$ cat src/rtl/tile_field_pkg.sv
// Shared types and colour constants for the tile field engine.
// No logic, so no latency.
// No flow control.
package tile_field_pkg;

   typedef enum logic [1:0] {
      ST_IDLE = 2'd0,
      ST_RUN  = 2'd1,
      ST_OVER = 2'd2
   } state_t;

   // 12-bit {R,G,B} colours, 4 bits per channel
   localparam logic [11:0] C_BLANK  = 12'h000;
   localparam logic [11:0] C_BORDER = 12'h888;
   localparam logic [11:0] C_BLACK  = 12'h000;
   localparam logic [11:0] C_HIT    = 12'h44F;
   localparam logic [11:0] C_WHITE  = 12'hFFF;

endpackage

$ cat src/rtl/tile_field_if.sv
// Key-press handshake between the player input source and the tile field engine.
// Combinational: key_ready reflects engine state in the same cycle.
// A key is taken only on key_valid & key_ready; the source holds or drops it otherwise.
// Ports: key_valid/key_lane (source -> engine), key_ready (engine -> source).
interface tile_field_if #(
   parameter int LANE_IDX_W = 3
);
   logic                  key_valid;
   logic [LANE_IDX_W-1:0] key_lane;
   logic                  key_ready;

   modport master (output key_valid, output key_lane, input key_ready);
   modport slave  (input key_valid, input key_lane, output key_ready);
endinterface

$ cat src/rtl/tile_field_pixel.sv
// Classifies the current pixel against the tile field and registers its colour.
// Latency: one CLK from draw_x/draw_y/blank (and field state) to pix_rgb.
// No backpressure: samples every cycle.
// Ports: CLK, RESET; draw_x, draw_y, blank (video position); offset, mask, cleared,
//        incoming (field state from the engine); pix_rgb (registered colour).
module tile_field_pixel
   import tile_field_pkg::*;
#(
   parameter int NUM_LANES = 5,
   parameter int NUM_ROWS  = 4,
   parameter int ROW_H     = 120,
   parameter int LANE_W    = 128
) (
   input  logic                               CLK,
   input  logic                               RESET,
   input  logic [9:0]                         draw_x,
   input  logic [9:0]                         draw_y,
   input  logic                               blank,
   input  logic [9:0]                         offset,
   input  logic [NUM_ROWS-1:0][NUM_LANES-1:0] mask,
   input  logic [NUM_ROWS-1:0]                cleared,
   input  logic [NUM_LANES-1:0]               incoming,
   output logic [11:0]                        pix_rgb
);

   int          yy;
   int          ty;
   int          tx;
   int          row;
   int          lane;
   logic        black;
   logic        tile_hit;
   logic        border;
   logic [11:0] pix_d;

   always_comb begin
      yy   = int'(draw_y) - int'(offset);
      lane = int'(draw_x) / LANE_W;
      tx   = int'(draw_x) % LANE_W;
      // Above row 0 is the incoming row, one tile height tall; its local y is
      // measured from its own top edge so its borders line up with the rows below.
      if (yy < 0) begin
         row = -1;
         ty  = yy + ROW_H;
      end else begin
         row = yy / ROW_H;
         ty  = yy % ROW_H;
      end
      border = (tx == 0) || (tx == LANE_W - 1) || (ty == 0) || (ty == ROW_H - 1);

      // Lanes past the field and rows below the bottom row stay white.
      black    = 1'b0;
      tile_hit = 1'b0;
      for (int l = 0; l < NUM_LANES; l++) begin
         if (lane == l) begin
            if (row < 0) black = incoming[l];
            for (int r = 0; r < NUM_ROWS; r++) begin
               if (row == r) begin
                  black    = mask[r][l];
                  tile_hit = cleared[r];
               end
            end
         end
      end

      if (!blank)                 pix_d = C_BLANK;
      else if (border)            pix_d = C_BORDER;
      else if (black && tile_hit) pix_d = C_HIT;
      else if (black)             pix_d = C_BLACK;
      else                        pix_d = C_WHITE;
   end

   always_ff @(posedge CLK or posedge RESET) begin
      if (RESET) pix_rgb <= C_BLANK;
      else       pix_rgb <= pix_d;
   end

endmodule

$ cat src/rtl/tile_field_engine.sv
// Scrolling piano-tile game field: row store, scroll, hit/miss scoring, pixel render.
// Latency: key/frame effects visible one CLK later; pix_rgb one CLK after draw inputs.
// Backpressure: key_ready high only while a game runs; one key accepted per cycle.
// Ports: CLK, RESET (async, active-high); frame_tick, start, speed, rand_in; key
//        (tile_field_if slave: key_valid, key_lane, key_ready); draw_x, draw_y, blank;
//        pix_rgb, score, game_over.
// Build option: TILE_FIELD_AUTOSPEED_EN adds score[15:4] to the scroll step (saturating).
module tile_field_engine
   import tile_field_pkg::*;
#(
   parameter int NUM_LANES = 5,
   parameter int NUM_ROWS  = 4,
   parameter int ROW_H     = 120,
   parameter int LANE_W    = 128,
   parameter int SPEED_W   = 3
) (
   input  logic               CLK,
   input  logic               RESET,
   input  logic               frame_tick,
   input  logic               start,
   input  logic [SPEED_W-1:0] speed,
   input  logic [7:0]         rand_in,
   tile_field_if.slave        key,
   input  logic [9:0]         draw_x,
   input  logic [9:0]         draw_y,
   input  logic               blank,
   output logic [11:0]        pix_rgb,
   output logic [15:0]        score,
   output logic               game_over
);

   localparam int BOT      = NUM_ROWS - 1;
   localparam int STEP_MAX = (1 << SPEED_W) - 1;

   function automatic logic [NUM_LANES-1:0] onehot(input int idx);
      logic [NUM_LANES-1:0] v;
      v = '0;
      for (int l = 0; l < NUM_LANES; l++) if (l == idx) v[l] = 1'b1;
      return v;
   endfunction

   function automatic logic [NUM_ROWS-1:0][NUM_LANES-1:0] init_mask();
      logic [NUM_ROWS-1:0][NUM_LANES-1:0] m;
      for (int r = 0; r < NUM_ROWS; r++) m[r] = onehot(r % NUM_LANES);
      return m;
   endfunction

   localparam logic [NUM_ROWS-1:0][NUM_LANES-1:0] MASK_INIT = init_mask();
   localparam logic [NUM_LANES-1:0]               INC_INIT  = onehot(NUM_ROWS % NUM_LANES);

   state_t                             state_q;
   state_t                             state_d;
   logic [NUM_ROWS-1:0][NUM_LANES-1:0] mask;      // row 0 = top
   logic [NUM_ROWS-1:0]                cleared;
   logic [NUM_LANES-1:0]               incoming;
   logic [9:0]                         offset;

   logic key_acc;
   logic lane_black;
   logic hit;
   logic shift;
   logic miss;
   logic restart;
   logic advance;
   int   step;
   int   offset_sum;
   int   rand_lane;

   assign key.key_ready = (state_q == ST_RUN);
   assign game_over     = (state_q == ST_OVER);

   // Out-of-range lane numbers match no lane and therefore count as a miss.
   always_comb begin
      lane_black = 1'b0;
      for (int l = 0; l < NUM_LANES; l++)
         if (int'(key.key_lane) == l) lane_black = mask[BOT][l];
   end

   always_comb begin
      step = int'(speed);
`ifdef TILE_FIELD_AUTOSPEED_EN
      step = int'(speed) + int'(score[15:4]);
      if (step > STEP_MAX) step = STEP_MAX;
`endif
   end

   assign key_acc    = key.key_valid & key.key_ready;
   assign hit        = key_acc & lane_black & ~cleared[BOT];
   assign offset_sum = int'(offset) + step;
   assign shift      = frame_tick && (offset_sum >= ROW_H);
   assign rand_lane  = int'(rand_in) % NUM_LANES;
   // A hit in the shift cycle is judged on the pre-shift bottom row and saves it.
   assign miss       = (key_acc & ~hit) | (shift & ~cleared[BOT] & ~hit);
   assign restart    = start && (state_q != ST_RUN);
   // The miss cycle freezes the field: the game ends on the pre-miss state.
   assign advance    = (state_q == ST_RUN) && !miss;

   always_comb begin
      state_d = state_q;
      case (state_q)
         ST_IDLE, ST_OVER: if (start) state_d = ST_RUN;
         ST_RUN:           if (miss)  state_d = ST_OVER;
         default:          state_d = ST_IDLE;
      endcase
   end

   always_ff @(posedge CLK or posedge RESET) begin
      if (RESET) state_q <= ST_IDLE;
      else       state_q <= state_d;
   end

   always_ff @(posedge CLK or posedge RESET) begin
      if (RESET) begin
         mask     <= MASK_INIT;
         cleared  <= '0;
         incoming <= INC_INIT;
         offset   <= '0;
         score    <= '0;
      end else if (restart) begin
         mask     <= MASK_INIT;
         cleared  <= '0;
         incoming <= INC_INIT;
         offset   <= '0;
         score    <= '0;
      end else if (advance) begin
         if (hit) begin
            cleared[BOT] <= 1'b1;
            if (score != 16'hFFFF) score <= score + 16'd1;
         end
         if (frame_tick) begin
            if (shift) begin
               // Whole-vector writes here supersede the cleared[BOT] set above.
               offset   <= 10'(offset_sum - ROW_H);
               mask     <= {mask[NUM_ROWS-2:0], incoming};
               cleared  <= {cleared[NUM_ROWS-2:0], 1'b0};
               incoming <= onehot(rand_lane);
            end else begin
               offset <= 10'(offset_sum);
            end
         end
      end
   end

   tile_field_pixel #(
      .NUM_LANES (NUM_LANES),
      .NUM_ROWS  (NUM_ROWS),
      .ROW_H     (ROW_H),
      .LANE_W    (LANE_W)
   ) u_pixel (
      .CLK      (CLK),
      .RESET    (RESET),
      .draw_x   (draw_x),
      .draw_y   (draw_y),
      .blank    (blank),
      .offset   (offset),
      .mask     (mask),
      .cleared  (cleared),
      .incoming (incoming),
      .pix_rgb  (pix_rgb)
   );

endmodule

$ cat src/flat_wrapper.sv
// flat-port wrapper written by rule: the top's interface ports become plain ports
module tile_field_engine_flat import tile_field_pkg::*;
#(
   parameter int NUM_LANES = 5,
   parameter int NUM_ROWS  = 4,
   parameter int ROW_H     = 120,
   parameter int LANE_W    = 128,
   parameter int SPEED_W   = 3
)
  (CLK, RESET, frame_tick, start, speed, rand_in, draw_x, draw_y, blank, pix_rgb, score, game_over, key_key_valid, key_key_lane, key_key_ready);
  tile_field_if key_i ();
  input  logic CLK;
  input  logic RESET;
  input  logic frame_tick;
  input  logic start;
  input  logic [SPEED_W-1:0] speed;
  input  logic [7:0] rand_in;
  input  logic [9:0] draw_x;
  input  logic [9:0] draw_y;
  input  logic blank;
  output logic [11:0] pix_rgb;
  output logic [15:0] score;
  output logic game_over;
  input wire logic [$bits(key_i.key_valid)-1:0] key_key_valid;
  input wire logic [$bits(key_i.key_lane)-1:0] key_key_lane;
  output wire logic [$bits(key_i.key_ready)-1:0] key_key_ready;
  assign key_i.key_valid = key_key_valid;
  assign key_i.key_lane = key_key_lane;
  assign key_key_ready = key_i.key_ready;
  tile_field_engine #(.NUM_LANES(NUM_LANES), .NUM_ROWS(NUM_ROWS), .ROW_H(ROW_H), .LANE_W(LANE_W), .SPEED_W(SPEED_W)) u_core (.CLK(CLK), .RESET(RESET), .frame_tick(frame_tick), .start(start), .speed(speed), .rand_in(rand_in), .key(key_i), .draw_x(draw_x), .draw_y(draw_y), .blank(blank), .pix_rgb(pix_rgb), .score(score), .game_over(game_over));
endmodule
$ cat config.mk
export PLATFORM = sky130hd
export DESIGN_NAME = tile_field_engine_flat
export DESIGN_NICKNAME = d
export VERILOG_FILES = /design/src/rtl/tile_field_pkg.sv /design/src/rtl/tile_field_if.sv /design/src/rtl/tile_field_pixel.sv /design/src/rtl/tile_field_engine.sv /design/src/flat_wrapper.sv
export SDC_FILE = /design/constraint.sdc
export NUM_CORES = 1
export LEC_CHECK = 0
export ABC_AREA = 1
export CAP_MARGIN = 40
export CORE_AREA = 4 4 102 104
export DETAILED_ROUTE_END_ITERATION = 10
export DIE_AREA = 0 0 106 108
export PLACE_DENSITY_LB_ADDON = 0.05
export RECOVER_POWER = 50
export SLEW_MARGIN = 25
export SYNTH_ARGS = -nofsm -noshare
export SYNTH_HDL_FRONTEND = slang
export SYNTH_SLANG_ARGS = --single-unit
$ cat constraint.sdc
create_clock -name CLK -period 13.4 [get_ports CLK]
set_input_delay 3.35 -clock CLK [delete_from_list [all_inputs] [get_ports CLK]]
set_output_delay 3.35 -clock CLK [all_outputs]
set_load 0.005 [all_outputs]
==> results of run 1 <==
## cells in the mapped netlist, types with 2 or more instances
| library cell | count |
|---|---|
| nor3_1 | 21 |
| nand3b_1 | 2 |
| nand3_1 | 53 |
| nor4_1 | 8 |
| dfstp_2 | 5 |
| nor2_4 | 3 |
| a21oi_2 | 2 |
| inv_1 | 177 |
| nor3_2 | 4 |
| clkbuf_1 | 4 |
| o21bai_1 | 2 |
| xor2_1 | 23 |
| inv_2 | 16 |
| nand2_1 | 211 |
| o21ai_0 | 61 |
| ha_1 | 23 |
| o21ai_1 | 5 |
| o21ai_2 | 4 |
| or2_2 | 2 |
| a221oi_1 | 4 |
| a22oi_1 | 5 |
| xnor2_1 | 7 |
| fa_1 | 2 |
| nand2_2 | 15 |
| nor2_1 | 70 |
| o211ai_1 | 2 |
| or2_1 | 2 |
| o22ai_1 | 21 |
| a21oi_1 | 32 |
| nor2_2 | 9 |
| a31oi_1 | 6 |
| clkinv_1 | 2 |
| buf_4 | 10 |
| dfrtp_1 | 55 |
| nand4_1 | 15 |
## per-stage QoR
step                cells  util, %  area, um^2  hold WS [ns]
finish               1109     70.8        6760         0.495
CTS                  1109     70.9        6770         0.491
global route         1109     70.8        6760         0.515
global placement     1093     68.9        6580         0.465
floorplan             906        -        5820         0.447
detailed placement   1093     68.9        6580         0.483
## area by class of cell
class / count / share of cell area (%)
Clock buffer: 10 / 1.89
Tap cell: 133 / 2.46
Timing Repair Buffer: 70 / 10.3
Inverter: 196 / 10.9
Clock inverter: 6 / 0.943
Sequential cell: 60 / 22.3
Multi-Input combinational cell: 634 / 51.2
## worst max path at each step
stage               slack [ns]  cells after the start                                  end  startpoint
finish                    4.63                     56  u_core.u_pixel.pix_rgb[3]$_DFF_PP0_   draw_y[0]
global route              3.65                     56  u_core.u_pixel.pix_rgb[3]$_DFF_PP0_   draw_y[0]
CTS                       4.65                     56  u_core.u_pixel.pix_rgb[3]$_DFF_PP0_   draw_y[0]
detailed placement        4.29                     56  u_core.u_pixel.pix_rgb[3]$_DFF_PP0_   draw_y[0]
global placement          4.53                     57  u_core.u_pixel.pix_rgb[3]$_DFF_PP0_   draw_y[0]
floorplan                 5.44                     56  u_core.u_pixel.pix_rgb[3]$_DFF_PP0_   draw_y[0]
## cells by family (layout without fill, tap and decap cells)
family,after synthesis,count (layout),share of synthesized area (%)
xor gates and xnor gates,32,32,5.08
DFF,60,60,25.9
AOI/OAI and AO/OA,156,156,16.2
and+or+nand+nor,421,421,32.7
adders and majority gates,25,25,5.63
buffers and inverters,212,282,14.5
## worst max-delay path: cells and delay by family
family / cells / cell delay, ns
compound gates: 3 / 0.67
fa+ha+maj: 2 / 0.52
buf+inv: 6 / 0.89
simple gates: 45 / 3.62
## sequential cells by signal, summed over array words and instances, names as in the netlist
register	flops
u_core.mask	20
u_core.u_pixel.pix_rgb	4
u_core.incoming	5
u_core.offset	10
u_core.cleared	3
u_core.state_q	2
u_core.score	16
## power breakdown
part | switching [mW] | internal (mW)
registers | 0.00704 | 0.191
logic | 0.302 | 0.167
clock network | 0.0768 | 0.0858
## layout by cell type, fill, tap and decap left out, types with 3 or more instances in the layout
master	count
nand2_1	211
inv_1	176
nor2_1	70
o21ai_0	61
dfrtp_1	55
nand3_1	53
clkdlybuf4s50_1	53
a21oi_1	32
xor2_1	23
ha_1	23
nor3_1	21
o22ai_1	21
inv_2	16
dlygate4sd3_1	16
nand4_1	15
nand2_2	15
nor2_2	9
clkbuf_8	9
nor4_1	8
xnor2_1	7
a31oi_1	6
o21ai_1	5
a22oi_1	5
dfstp_2	5
a221oi_1	4
o21ai_2	4
nor3_2	4
nor2_4	3
clkinv_1	3
## metal layers
layer	share of wire [%]	routed length [um]
met1	42	6220
met2	49	7250
met4	3.2	463
met3	5.1	743
met5	0	0
==> summary.txt, run 1 <==
Run status
  – Status: finished with violations
  – Failing checks: max-capacitance violations, max-slew violations

Floorplan
  – Site row count: 36
  – Area of the core: 9550 um^2
  – Initial Util: 60.9%
  – Die width: 106 um
  – Chip height: 108 um
  – Die area: 11400 um^2
  – I/O pin count: 70

STA
  – Fmax: roughly 110 MHz
  – Setup-failing EPs final: 0
  – Setup WS post-layout: 4.63 ns
  – Worst slew margin relative to its limit: -113%
  – Post-Route Setup TNS: 0 ns
  – Period minus WS final: between 8 and 9 ns
  – Slew @ Worst Pin: 3.19 ns
  – Period utilization: between 60% and 70%
  – Clk_skew: 0.0127 ns
  – RSZ-0062 raised after global routing: no
  – Final Hold Fails: 0
  – Final Max Tran Viols: roughly 60

Clocking
  – Clock transition at the registers of the reported paths: 0.07 ns
  – Longest Clk Path Bufs: 2
  – Root Driver: clkbuf_8
  – Total CTS buffers: 9
  – PostCTS Resize Cnt: 0
  – CTS Sinks: 60
  – Clock Latency Late Sink: 0.35 ns
  – TritonCTS clock tree: yes
  – Postcts setup bufs: 0
  – Hold buffers post-CTS: 0
  – H-tree depth: 3

Final layout
  – Layout area overhead: 16.3%
  – Share of layout cells above drive strength 1: 9.02%
  – Multi-input logic area: ~3500 um^2
  – Final nets: a little over 1000
  – Register Area: 1510 um^2
  – Final-layout fill cell count: 860
  – Ant. Diodes: 0

Worst hold path
  – Hold depth: 1
  – Worst min path class: flip-flop to flip-flop
  – Worst Hold Launch: u_core.state_q[0]$_DFFE_PP0P_
  – Min-Delay Endpoint: u_core.state_q[0]$_DFFE_PP0P_

Routing
  – DR iter-0 viols: 401
  – # DRC: 0
  – Wire length per cell: 13.2 um
  – DRT Wirelength: around 15000 um
  – First-pass DRT Iterations: 6
  – Routed Antenna Nets: 0
  – Via count: 6105
  – Vias per cell: 5.50

Setup path
  – Worst r2r src: u_core.offset[0]$_DFFE_PP0P_
  – Slowest CP cell: clkdlybuf4s50_1
  – Most used cell, CP: nand2_1
  – CP max FO: 19
  – Reg2reg end: u_core.u_pixel.pix_rgb[3]$_DFF_PP0_
  – FF-to-FF path depth: 54
  – Critical path's largest stage delay: 0.40 ns
  – Critical setup path kind: input pin to flip-flop
  – Worst endpoint required time: ~14 ns
  – Arrival time worst endpoint: between 9 and 10 ns
  – Crit end category: flip-flop
  – Worst setup SP type: input pin
  – R2R setup slack: 7.61 ns

Global route
  – All-layer global routing usage: 27.1%
  – Global route hottest layer: met2
  – Largest net degree at the start of global routing: 61
  – Grt met1 use: about a third
  – Number of global-route vias before repair: 5992
  – Antenna violations before repair: 0
  – First-pass GRT wire length: 25700 um
  – GRT met3 Usage: 4.72%
  – Remaining global-route overflow: 0
  – Grt met2 use: between 40 and 50%

Synth
  – Post-Synthesis Cells: 906
  – Syn Std Cell Area: 5820 um^2
  – Synth Flop Type: dfrtp_1
  – Post-synth EDFFs: 0
  – Synth top area share: 23.7%
  – Synth Area per Inst: 6.42 um^2
  – Yosys reg bits: 60
  – Fraction of registers with async set/reset: between 90% and 100%
  – Sequential area share after synthesis: between 20% and 30%
  – Area contributors post-synth: dfrtp_1, nand2_1, inv_1
  – Post-synth net total: 971
  – Synth cell types: 58
  – Post-synth top area cell: dfrtp_1
  – Syn. warnings: 0

Placement
  – GPL Wtd Cong: 0.962
  – IO Port Bufs: 69
  – Post-DP HPWL: 11600 um
  – DP Worst Slack: 4.29 ns

Pwr
  – P_leak: 3.48 nW
  – Pwr/cell area: 123 nW/um^2
  – Worst VDD drop: 76.6 uV
  – Post-layout power: between 0.8 and 0.9 mW

Flow run
  – Max-cap violation count: 1
No activity file was read; power rests on OpenSTA's default activity.
==> inputs of run 2 (changes only) <==
CORE_AREA = 4 4 106 108   (was 4 4 102 104)
DIE_AREA = 0 0 110 112   (was 0 0 106 108)
clock period = 8.1 ns   (was 13.4 ns; I/O delays follow)
==> run 2 against run 1 <==
Net effect:
- the run still ends with max-capacitance violations, max-slew violations left
- global-route usage fell by 2.8 points
- count of clock-buffer cells in the layout did not move
- total power rose by 76%
- die area rose by 7.6%
- wire length fell by 0.42%
- register-to-register slack got worse by 5.2 ns
- flip-flop and latch count did not move
- worst setup slack got worse by 3.9 ns
- sequential power rose by 66%
- critical path type unchanged
- critical endpoint unchanged
- largest cell class unchanged
==> summary.txt, run 2 (synthesized netlist as in run 1, its figures left out) <==
Run status
  – Status: finished with violations
  – Failing checks: max-capacitance violations, max-slew violations

Setup path
  – Worst endpoint required time: 8.40 ns
  – Slowest CP cell: clkdlybuf4s50_1
  – Arrival time worst endpoint: 7.67 ns
  – CP max FO: 6
  – Critical setup path kind: input pin to flip-flop
  – Worst setup SP type: input pin
  – R2R setup slack: around 2.4 ns
  – Crit end category: flip-flop
  – Critical path's largest stage delay: about 0.4 ns
  – Most used cell, CP: nand2_1

Final layout
  – Max FFs per register: 20
  – Final Util: 67.1%
  – Register Area: approximately 1500 um^2
  – Multi-input logic area: 3490 um^2
  – Top Registers: u_core.mask x20, u_core.score x16, u_core.offset x10
  – Final nets: 1041
  – Commonest non-fill, non-tap cells in the layout: nand2_1, inv_1, nor2_1
  – Layout area overhead: 18.0%
  – Final instance area: between 6000 and 7000 um^2
  – Ant. Diodes: 0
  – Final-layout fill cell count: about 920
  – Largest Register: u_core.mask
  – Most common cell after layout, fill and taps aside: nand2_1
  – Share of layout cells above drive strength 1: 9.58%

Clocking
  – CTS Sinks: 60
  – Total CTS buffers: 9
  – TritonCTS clock tree: yes
  – Clock Latency Late Sink: 0.35 ns
  – Root Driver: clkbuf_8
  – Longest Clk Path Bufs: 2
  – Hold buffers post-CTS: 0
  – Clock transition at the registers of the reported paths: 0.08 ns
  – H-tree depth: 3

Placement
  – Area of placed instances: between 6000 and 7000 um^2
  – GPL Wtd Cong: 0.901
  – IO Port Bufs: 69
  – Post-DP HPWL: 11400 um
  – DP Worst Slack: between 0.2 and 0.3 ns

Flow run
  – Max-cap violation count: 1

STA
  – Fmax: 136 MHz
  – Final Hold Fails: 0
  – Setup WS post-layout: about 0.73 ns
  – Slew @ Worst Pin: just over 3 ns
  – Period utilization: 91.0%
  – Clk_skew: 0.0170 ns
  – Worst slew margin relative to its limit: -103%
  – Worst Hold Slack: 0.482 ns
  – Setup-failing EPs final: 0
  – Final Max Tran Viols: 58
  – Period minus WS final: 7.37 ns

Pwr
  – Clock share of power: 22.9%
  – Comb pwr share: 54.6%
  – Sw frac: 44.7%
  – Register share of total power: 22.4%
  – P_leak: 3.52 nW
  – Internal power: 0.808 mW
  – Worst VDD drop: 129 uV
  – Psw: 0.654 mW
  – Pwr/cell area: about 210 nW/um^2

Routing
  – First-pass DRT Iterations: 6
  – Via count: 5989
  – Wire length per cell: 13.1 um
  – DRT Wirelength: 14600 um
  – DR iter-0 viols: 372
  – Vias per cell: 5.36
  – Routed Antenna Nets: 0
  – # DRC: 0

Global route
  – Remaining global-route overflow: 0
  – Largest net degree at the start of global routing: 61
  – Antenna violations before repair: 0
  – Number of global-route vias before repair: 5664
  – First-pass GRT wire length: 24700 um
  – All-layer global routing usage: 24.3%

Floorplan
  – Chip height: around 110 um
  – Die area: 12300 um^2
  – Initial Util: 56.9%
  – Site row count: 37
  – I/O pin count: 70
  – Die width: 110 um
  – Area of the core: 10200 um^2

Worst hold path
  – Worst min path class: flip-flop to flip-flop
==> run 2: power by group through the flow <==
stage	clock, mW	sequential [mW]	combinational, mW
floorplan	0	0.332	0.592
global placement	0	0.333	0.753
detailed placement	0	0.334	0.774
CTS	0.337	0.329	0.777
global route	0.353	0.330	0.907
finish	0.335	0.328	0.799
==> run 2: final timing paths <==
kind                                                     from                                  end  cells after the start
max in group asynchronous                               RESET         u_core.offset[6]$_DFFE_PP0P_                      4
worst min register to register  u_core.state_q[0]$_DFFE_PP0P_        u_core.state_q[0]$_DFFE_PP0P_                      1
min in group asynchronous                               RESET        u_core.state_q[1]$_DFFE_PP0P_                      3
worst max-delay path                                draw_y[0]  u_core.u_pixel.pix_rgb[3]$_DFF_PP0_                     57
worst min-delay path            u_core.state_q[0]$_DFFE_PP0P_        u_core.state_q[0]$_DFFE_PP0P_                      1
worst max register to register   u_core.offset[0]$_DFFE_PP0P_  u_core.u_pixel.pix_rgb[3]$_DFF_PP0_                     55
==> run 2: worst max-delay path, delay by kind of cell <==
kind / cells / cell delay, ns
buf+inv: 7 / 0.83
fa+ha+maj: 3 / 0.70
compound gates: 4 / 0.66
simple gates: 43 / 3.42
==> run 2: cell type report <==
cell class / count / area share, %
multi-input combinational: 635 / 50.8
sequential: 60 / 22.0
inverter: 196 / 10.7
timing repair buffer: 74 / 10.5
tap: 136 / 2.48
clock buffer: 10 / 1.86
clock inverter: 6 / 1.62
==> run 2: per-layer routing <==
| layer | part of all wire, % | GRT usage [%] |
|---|---|---|
| met5 | 0 | 0 |
| met3 | 5.1 | 4.23 |
| met1 | 43 | 30.7 |
| met2 | 50 | 41.5 |
| met4 | 2.0 | 7.81 |
==> run 2: timing repair <==
| action | 4_1_cts | 5_1_grt |
|---|---|---|
| gates resized for setup | 0 | 3 |
| setup buffers | 0 | 0 |
| setup endpoints to repair | 0 | 4 |
==> run 2: metrics by stage <==
stage,power (mW),std cells,setup TNS [ns]
global route,1.59,1117,-0.000341
finish,1.46,1117,0
detailed placement,1.11,1099,0
global placement,1.09,1099,0
CTS,1.44,1115,0
floorplan,0.923,906,0
